--- src/rtl/jtag_tap_ctrl_pkg.sv ---
// Shared JTAG definitions: instruction opcodes, IR capture pattern and
// the 1149.1 TAP state encoding.
package jtag_tap_ctrl_pkg;

  localparam int unsigned IR_LEN = 4;

  typedef logic [IR_LEN-1:0] inst_t;

  localparam inst_t IDCODE_INST   = 4'h2;
  localparam inst_t CSR_ADDR_INST = 4'h3;
  localparam inst_t CSR_DATA_INST = 4'h4;
  localparam inst_t BYPASS_INST   = 4'hF;

  localparam inst_t       IR_CAPTURE  = inst_t'(2'b01);
  localparam logic [31:0] IDCODE_DATA = 32'h1BA0_54CB;

  typedef enum logic [3:0] {
    TEST_LOGIC_RESET = 4'hF,
    RUN_TEST_IDLE    = 4'hC,
    SELECT_DR        = 4'h7,
    CAPTURE_DR       = 4'h6,
    SHIFT_DR         = 4'h2,
    EXIT1_DR         = 4'h1,
    PAUSE_DR         = 4'h3,
    EXIT2_DR         = 4'h0,
    UPDATE_DR        = 4'h5,
    SELECT_IR        = 4'h4,
    CAPTURE_IR       = 4'hE,
    SHIFT_IR         = 4'hA,
    EXIT1_IR         = 4'h9,
    PAUSE_IR         = 4'hB,
    EXIT2_IR         = 4'h8,
    UPDATE_IR        = 4'hD
  } tap_state_t;

endpackage

--- src/rtl/jtag_tap_ctrl_if.sv ---
// Signal bundle between the TAP controller and the pad / data-register side.
interface jtag_tap_ctrl_if;
  import jtag_tap_ctrl_pkg::*;

  logic  tms;
  logic  tdi;
  logic  dr_tdo;
  logic  tdo;
  logic  tdo_en;
  logic  capdr;
  logic  shiftdr;
  logic  updatedr;
  inst_t curr_inst;
  logic  tlr;
  logic  runidle;

  modport master (
    input  tms, tdi, dr_tdo,
    output tdo, tdo_en, capdr, shiftdr, updatedr, curr_inst, tlr, runidle
  );

  modport slave (
    output tms, tdi, dr_tdo,
    input  tdo, tdo_en, capdr, shiftdr, updatedr, curr_inst, tlr, runidle
  );
endinterface

--- src/rtl/jtag_tap_ctrl_fsm.sv ---
// 16-state 1149.1 TAP state machine with combinational state decodes.
module jtag_tap_ctrl_fsm
  import jtag_tap_ctrl_pkg::*;
(
  input  logic       tck,
  input  logic       trst,
  input  logic       tms,
  output tap_state_t state,
  output logic       capdr,
  output logic       shiftdr,
  output logic       updatedr,
  output logic       tlr,
  output logic       runidle
);

  tap_state_t state_nxt;

  always_ff @(posedge tck or posedge trst) begin
    if (trst) state <= TEST_LOGIC_RESET;
    else      state <= state_nxt;
  end

  always_comb begin
    state_nxt = TEST_LOGIC_RESET;
    case (state)
      TEST_LOGIC_RESET: state_nxt = tms ? TEST_LOGIC_RESET : RUN_TEST_IDLE;
      RUN_TEST_IDLE:    state_nxt = tms ? SELECT_DR  : RUN_TEST_IDLE;
      SELECT_DR:        state_nxt = tms ? SELECT_IR  : CAPTURE_DR;
      CAPTURE_DR:       state_nxt = tms ? EXIT1_DR   : SHIFT_DR;
      SHIFT_DR:         state_nxt = tms ? EXIT1_DR   : SHIFT_DR;
      EXIT1_DR:         state_nxt = tms ? UPDATE_DR  : PAUSE_DR;
      PAUSE_DR:         state_nxt = tms ? EXIT2_DR   : PAUSE_DR;
      EXIT2_DR:         state_nxt = tms ? UPDATE_DR  : SHIFT_DR;
      UPDATE_DR:        state_nxt = tms ? SELECT_DR  : RUN_TEST_IDLE;
      SELECT_IR:        state_nxt = tms ? TEST_LOGIC_RESET : CAPTURE_IR;
      CAPTURE_IR:       state_nxt = tms ? EXIT1_IR   : SHIFT_IR;
      SHIFT_IR:         state_nxt = tms ? EXIT1_IR   : SHIFT_IR;
      EXIT1_IR:         state_nxt = tms ? UPDATE_IR  : PAUSE_IR;
      PAUSE_IR:         state_nxt = tms ? EXIT2_IR   : PAUSE_IR;
      EXIT2_IR:         state_nxt = tms ? UPDATE_IR  : SHIFT_IR;
      UPDATE_IR:        state_nxt = tms ? SELECT_DR  : RUN_TEST_IDLE;
      default:          state_nxt = TEST_LOGIC_RESET;
    endcase
  end

  assign capdr    = (state == CAPTURE_DR);
  assign shiftdr  = (state == SHIFT_DR);
  assign updatedr = (state == UPDATE_DR);
  assign tlr      = (state == TEST_LOGIC_RESET);
  assign runidle  = (state == RUN_TEST_IDLE);

endmodule

--- src/rtl/jtag_tap_ctrl.sv ---
// TAP controller: FSM, instruction register and negedge-registered tdo mux.
module jtag_tap_ctrl #(
  parameter jtag_tap_ctrl_pkg::inst_t IR_CAPTURE    = jtag_tap_ctrl_pkg::IR_CAPTURE,
  parameter jtag_tap_ctrl_pkg::inst_t IR_RESET_INST = jtag_tap_ctrl_pkg::IDCODE_INST
) (
  input logic             tck,
  input logic             trst,
  jtag_tap_ctrl_if.master bus
);
  import jtag_tap_ctrl_pkg::*;

  tap_state_t state;
  inst_t      ir_shift;
  inst_t      curr_inst;
  logic       sel_ir;
  logic       ir_tdo;
  logic       tdo_en;

  jtag_tap_ctrl_fsm u_fsm (
    .tck      (tck),
    .trst     (trst),
    .tms      (bus.tms),
    .state    (state),
    .capdr    (bus.capdr),
    .shiftdr  (bus.shiftdr),
    .updatedr (bus.updatedr),
    .tlr      (bus.tlr),
    .runidle  (bus.runidle)
  );

  always_ff @(posedge tck or posedge trst) begin
    if (trst)                     ir_shift <= IR_CAPTURE;
    else if (state == CAPTURE_IR) ir_shift <= IR_CAPTURE;
    else if (state == SHIFT_IR)   ir_shift <= {bus.tdi, ir_shift[IR_LEN-1:1]};
  end

  // Falling-edge stage: instruction update and tdo sources change half a
  // cycle after the state, so the far end samples stable data on posedge.
  always_ff @(negedge tck or posedge trst) begin
    if (trst) begin
      curr_inst <= IR_RESET_INST;
      sel_ir    <= 1'b0;
      ir_tdo    <= 1'b0;
      tdo_en    <= 1'b0;
    end else begin
      if (state == UPDATE_IR)             curr_inst <= ir_shift;
      else if (state == TEST_LOGIC_RESET) curr_inst <= IR_RESET_INST;
      sel_ir <= (state == SHIFT_IR);
      ir_tdo <= ir_shift[0];
      tdo_en <= (state == SHIFT_IR) || (state == SHIFT_DR);
    end
  end

  assign bus.curr_inst = curr_inst;
  assign bus.tdo_en    = tdo_en;
  assign bus.tdo       = tdo_en ? (sel_ir ? ir_tdo : bus.dr_tdo) : 1'b0;

endmodule

--- src/flat_wrapper.sv ---
// flat-port wrapper written by rule: the top's interface ports become plain ports
module jtag_tap_ctrl_flat import jtag_tap_ctrl_pkg::*;
#(
  parameter jtag_tap_ctrl_pkg::inst_t IR_CAPTURE    = jtag_tap_ctrl_pkg::IR_CAPTURE,
  parameter jtag_tap_ctrl_pkg::inst_t IR_RESET_INST = jtag_tap_ctrl_pkg::IDCODE_INST
)
  (tck, trst, bus_tms, bus_tdi, bus_dr_tdo, bus_tdo, bus_tdo_en, bus_capdr, bus_shiftdr, bus_updatedr, bus_curr_inst, bus_tlr, bus_runidle);
  jtag_tap_ctrl_if bus_i ();
  input logic tck;
  input logic trst;
  input wire logic [$bits(bus_i.tms)-1:0] bus_tms;
  input wire logic [$bits(bus_i.tdi)-1:0] bus_tdi;
  input wire logic [$bits(bus_i.dr_tdo)-1:0] bus_dr_tdo;
  output wire logic [$bits(bus_i.tdo)-1:0] bus_tdo;
  output wire logic [$bits(bus_i.tdo_en)-1:0] bus_tdo_en;
  output wire logic [$bits(bus_i.capdr)-1:0] bus_capdr;
  output wire logic [$bits(bus_i.shiftdr)-1:0] bus_shiftdr;
  output wire logic [$bits(bus_i.updatedr)-1:0] bus_updatedr;
  output wire logic [$bits(bus_i.curr_inst)-1:0] bus_curr_inst;
  output wire logic [$bits(bus_i.tlr)-1:0] bus_tlr;
  output wire logic [$bits(bus_i.runidle)-1:0] bus_runidle;
  assign bus_i.tms = bus_tms;
  assign bus_i.tdi = bus_tdi;
  assign bus_i.dr_tdo = bus_dr_tdo;
  assign bus_tdo = bus_i.tdo;
  assign bus_tdo_en = bus_i.tdo_en;
  assign bus_capdr = bus_i.capdr;
  assign bus_shiftdr = bus_i.shiftdr;
  assign bus_updatedr = bus_i.updatedr;
  assign bus_curr_inst = bus_i.curr_inst;
  assign bus_tlr = bus_i.tlr;
  assign bus_runidle = bus_i.runidle;
  jtag_tap_ctrl #(.IR_CAPTURE(IR_CAPTURE), .IR_RESET_INST(IR_RESET_INST)) u_core (.tck(tck), .trst(trst), .bus(bus_i));
endmodule
--- config.mk ---
export PLATFORM = sky130hd
export DESIGN_NAME = jtag_tap_ctrl_flat
export DESIGN_NICKNAME = d
export VERILOG_FILES = /design/src/rtl/jtag_tap_ctrl_pkg.sv /design/src/rtl/jtag_tap_ctrl_if.sv /design/src/rtl/jtag_tap_ctrl_fsm.sv /design/src/rtl/jtag_tap_ctrl.sv /design/src/flat_wrapper.sv
export SDC_FILE = /design/constraint.sdc
export NUM_CORES = 1
export LEC_CHECK = 0
export CAP_MARGIN = 30
export CORE_MARGIN = 3
export CORE_UTILIZATION = 52
export DETAILED_ROUTE_END_ITERATION = 12
export DONT_BUFFER_PORTS = 1
export PLACE_DENSITY = 0.75
export SLEW_MARGIN = 20
export SYNTH_ARGS = -nofsm -noshare
export SYNTH_HDL_FRONTEND = slang
export SYNTH_SLANG_ARGS = --single-unit
--- constraint.sdc ---
create_clock -name tck -period 1.7 [get_ports tck]
set_clock_uncertainty 0.2 [all_clocks]
set_input_delay 0.085 -clock tck [delete_from_list [all_inputs] [get_ports tck]]
set_output_delay 0.085 -clock tck [all_outputs]
set_load 0.02 [all_outputs]
==> impl_summary.txt <==
----------------------------------------------------
[Status]
  Outcome ... finished, violations left
  Violations in the final reports ... negative setup slack

[Clocking]
  Clock-pin slew on the worst setup and hold paths ... 0.06 ns
  Number of H-tree branching levels ... 1
  Inserted Clock Buffers ... 3
  Root buffer cell ... clkbuf_4
  CTS tree ... done
  Number of clock sinks ... 15
  Clock buffer depth ... 2
  Clock insertion delay at the later pin of the skew report ... 0.27 ns

[Routing]
  Number of DRC violations after detailed routing ... 0
  First-pass iteration count of the detailed router ... 3
  Starting DRC count in detailed routing ... 6
  Remaining antenna violation count after routing ... 0
  Number of vias per cell ... 5.32
  Drt total wl ... 1550 um
  Via count ... 585
  Wirelength per Cell ... 14.1 um

[GRT]
  Via count of the first global-routing pass ... 575
  Pin count of the biggest net entering global routing ... 11
  Number of antenna violations at the first check in global routing ... 0
  Overflow left after global routing ... 0
  First-pass GRT wire length ... 2480 um
  Global-route usage over all layers ... 17.3%

[Setup path]
  Largest fanout on the critical path ... 1
  Type of element launching the critical path ... register
  Endpoint required time on the critical path ... 1.41 ns
  Arrival time at the worst endpoint ... 1.90 ns
  Worst setup path start ... u_core.sel_ir
  Endpoint type of the worst setup path ... primary output
  Startpoint of the worst-slack reg-to-reg timing path ... u_core.u_fsm.state[0]
  Crit path kind ... reg2out

[Power]
  Part of the total power dissipated in combinational logic ... 52.8%
  Areal power density over the cells ... 1960 mW/mm^2
  Total design power ... 2.05 mW
  Portion of total power attributed to the clock network ... 9.9%
  Leakage dissipation ... 0.470 nW
  Switching power as a share of total power ... 41.1%
  Switching component of the power ... 0.842 mW
  Worst ir drop on vdd ... 1.33 mV
  Seq pwr share ... 37.3%
  Internal power ... 1.21 mW

[Hold path]
  Min-delay src ... bus_dr_tdo
  Path class of the lowest-slack min-delay path ... in2out

[Layout]
  Most frequent cells in the layout ... 10 x buf_4, 9 x buf_6, 8 x o21ai_1, 8 x nand2_1
  Multi-input gate area ... 383 um^2
  Sequential standard cell area ... 383 um^2
  Final antenna diode count ... 0
  Filler cell count ... 65
  Synthesis-to-layout area growth ... 42.8%
  Post-route cell area ... 0.00104 mm^2
  Commonest non-fill, non-tap cell in the layout ... buf_4
  # nets final ... 102
  Fraction of final layout cells with drive strength greater than 1 ... 47.9%

[Floorplan]
  Starting utilization of the core area ... 60.1%
  I/O pin total ... 16
  Core Rows ... 12
  Core footprint ... 0.00122 mm^2
  Die Outline Area ... 0.00189 mm^2
  Width of the die ... 43.5 um
  Height of the die ... 43.5 um

[STA]
  Max-slew violation total from the final report ... 0
  Max_slew headroom ... 81.4%
  Total negative slack for setup checks ... -3.86 ns
  RSZ-0062 raised after global routing ... yes
  Setup violation total in the final timing report ... 13
  Count of final hold-check violations ... 0
  Measured slew at the worst slew-check pin ... 0.279 ns
  Post-route setup slack ... -0.480 ns

[Place]
  Placement Cell Area ... 847 um^2
  Placer's final routability congestion estimate ... 0.690
  DP Wirelength ... 957 um
  Count of buffers inserted at the top-level ports ... 0

[Yosys]
  Post-synthesis instance total ... 73
  Post-synth net total ... 78
  Flip-flop and latch count after synthesis ... 15
  Mean Syn Cell Area ... 10.0 um^2
  Summed instance area of the synthesized netlist ... 731 um^2
  Syn. warnings ... 0
  Library cells used by synthesis ... 28
  Post-synthesis sequential area ratio ... 52.4%

[Flow run]
  Max cap viols ... 0

----------------------------------------------------
==> critical path, stage by stage (launching register included) <==
cell and delay, ns:
dfrtn_1 0.42, mux2i_2 0.26, nor2b_4 0.09
==> layer usage <==
| metal | vias to the layer above | wire length, um | track usage, % |
|---|---|---|---|
| met5 | - | 0 | 0 |
| met4 | 0 | 63 | 3.61 |
| met3 | 6 | 69 | 4.15 |
| met2 | 18 | 752 | 31.0 |
| met1 | 272 | 666 | 21.1 |
| li1 | 289 | - | - |
==> per-stage QoR <==
step / setup WS [ns] / cells / utilization (%) / hold WS [ns]
after detailed placement: -0.386 / 99 / 69.7 / -0.0178
after floorplan: -0.385 / 73 / - / -0.218
after global placement: -0.366 / 99 / 69.7 / -0.0166
after global routing: -0.518 / 110 / 85.8 / 0.212
after CTS: -0.483 / 108 / 78.6 / 0.209
final: -0.480 / 110 / 85.8 / 0.209
==> flip-flops by register name, summed over array words and instances (netlist names) <==
name                  count
u_core.bus.curr_inst      4
u_core.bus.tdo_en         1
u_core.ir_shift           4
u_core.ir_tdo             1
u_core.sel_ir             1
u_core.u_fsm.state        4
==> area by class of cell <==
cell class / instances / share of cell area [%]
Sequential cell: 15 / 36.7
Multi-Input combinational cell: 52 / 36.7
Timing Repair Buffer: 23 / 21.7
Clock buffer: 3 / 2.16
Tap cell: 14 / 1.68
Clock inverter: 2 / 0.719
Inverter: 1 / 0.360
==> power by group through the flow <==
stage               combinational [mW]  sequential [mW]  clock [mW]
detailed placement               0.761            0.743     0.00736
global placement                 0.738            0.736     0.00736
floorplan                        0.556            0.727     0.00736
CTS                              0.871            0.754       0.205
finish                            1.08            0.763       0.203
global route                      1.18            0.778       0.229
==> cell usage after synthesis (all sizes together) <==
cell     n  area share, %
a21boi   1            1.0
o21ai   10            6.8
a22o     1            1.2
buf      4            4.8
nand3    2            3.1
nor3b    1            1.0
nor3     3            2.1
nor2     6            3.4
nand3b   2            3.8
dfrtp    3             10
inv      2            1.0
and2     1           0.86
nand4    1           0.86
dfrtn    6             21
mux2i    1            1.4
dfstp    6             22
o21a     1            1.0
nand2b   7            6.0
nor2b    2            1.7
o211ai   1            1.0
nand2   12            6.5
==> logic make-up after synthesis <==
logic type             count (synthesis)  synth area share [%]
muxes                                  1                  1.37
buffers and inverters                  6                  5.82
and+or+nand+nor                       37                  29.3
AOI/OAI and AO/OA                     14                  11.1
DFF                                   15                  52.4
==> path summary, 6_finish.rpt <==
| kind | endpoint | slack, ns | cells after the start |
|---|---|---|---|
| worst min-delay path | bus_tdo | 0.21 | 2 |
| min in group asynchronous | u_core.ir_shift[1] | 0.26 | 3 |
| worst max-delay path | bus_tdo | -0.48 | 2 |
| worst min register to register | u_core.bus.curr_inst[1] | 0.32 | 2 |
| max in group asynchronous | u_core.bus.curr_inst[1] | 0.24 | 2 |
| worst max register to register | u_core.sel_ir | -0.39 | 3 |
==> timing repair <==
action / 4_1_cts / 5_1_grt
setup buffers: 2 / 3
setup endpoints to repair: 17 / 18
resized for setup: 9 / 17
pin swaps: 5 / 3
hold endpoints to repair: 13 / 0
hold buffers: 3 / 0
cloned: 0 / 0
(Power assumes the default switching activity.)
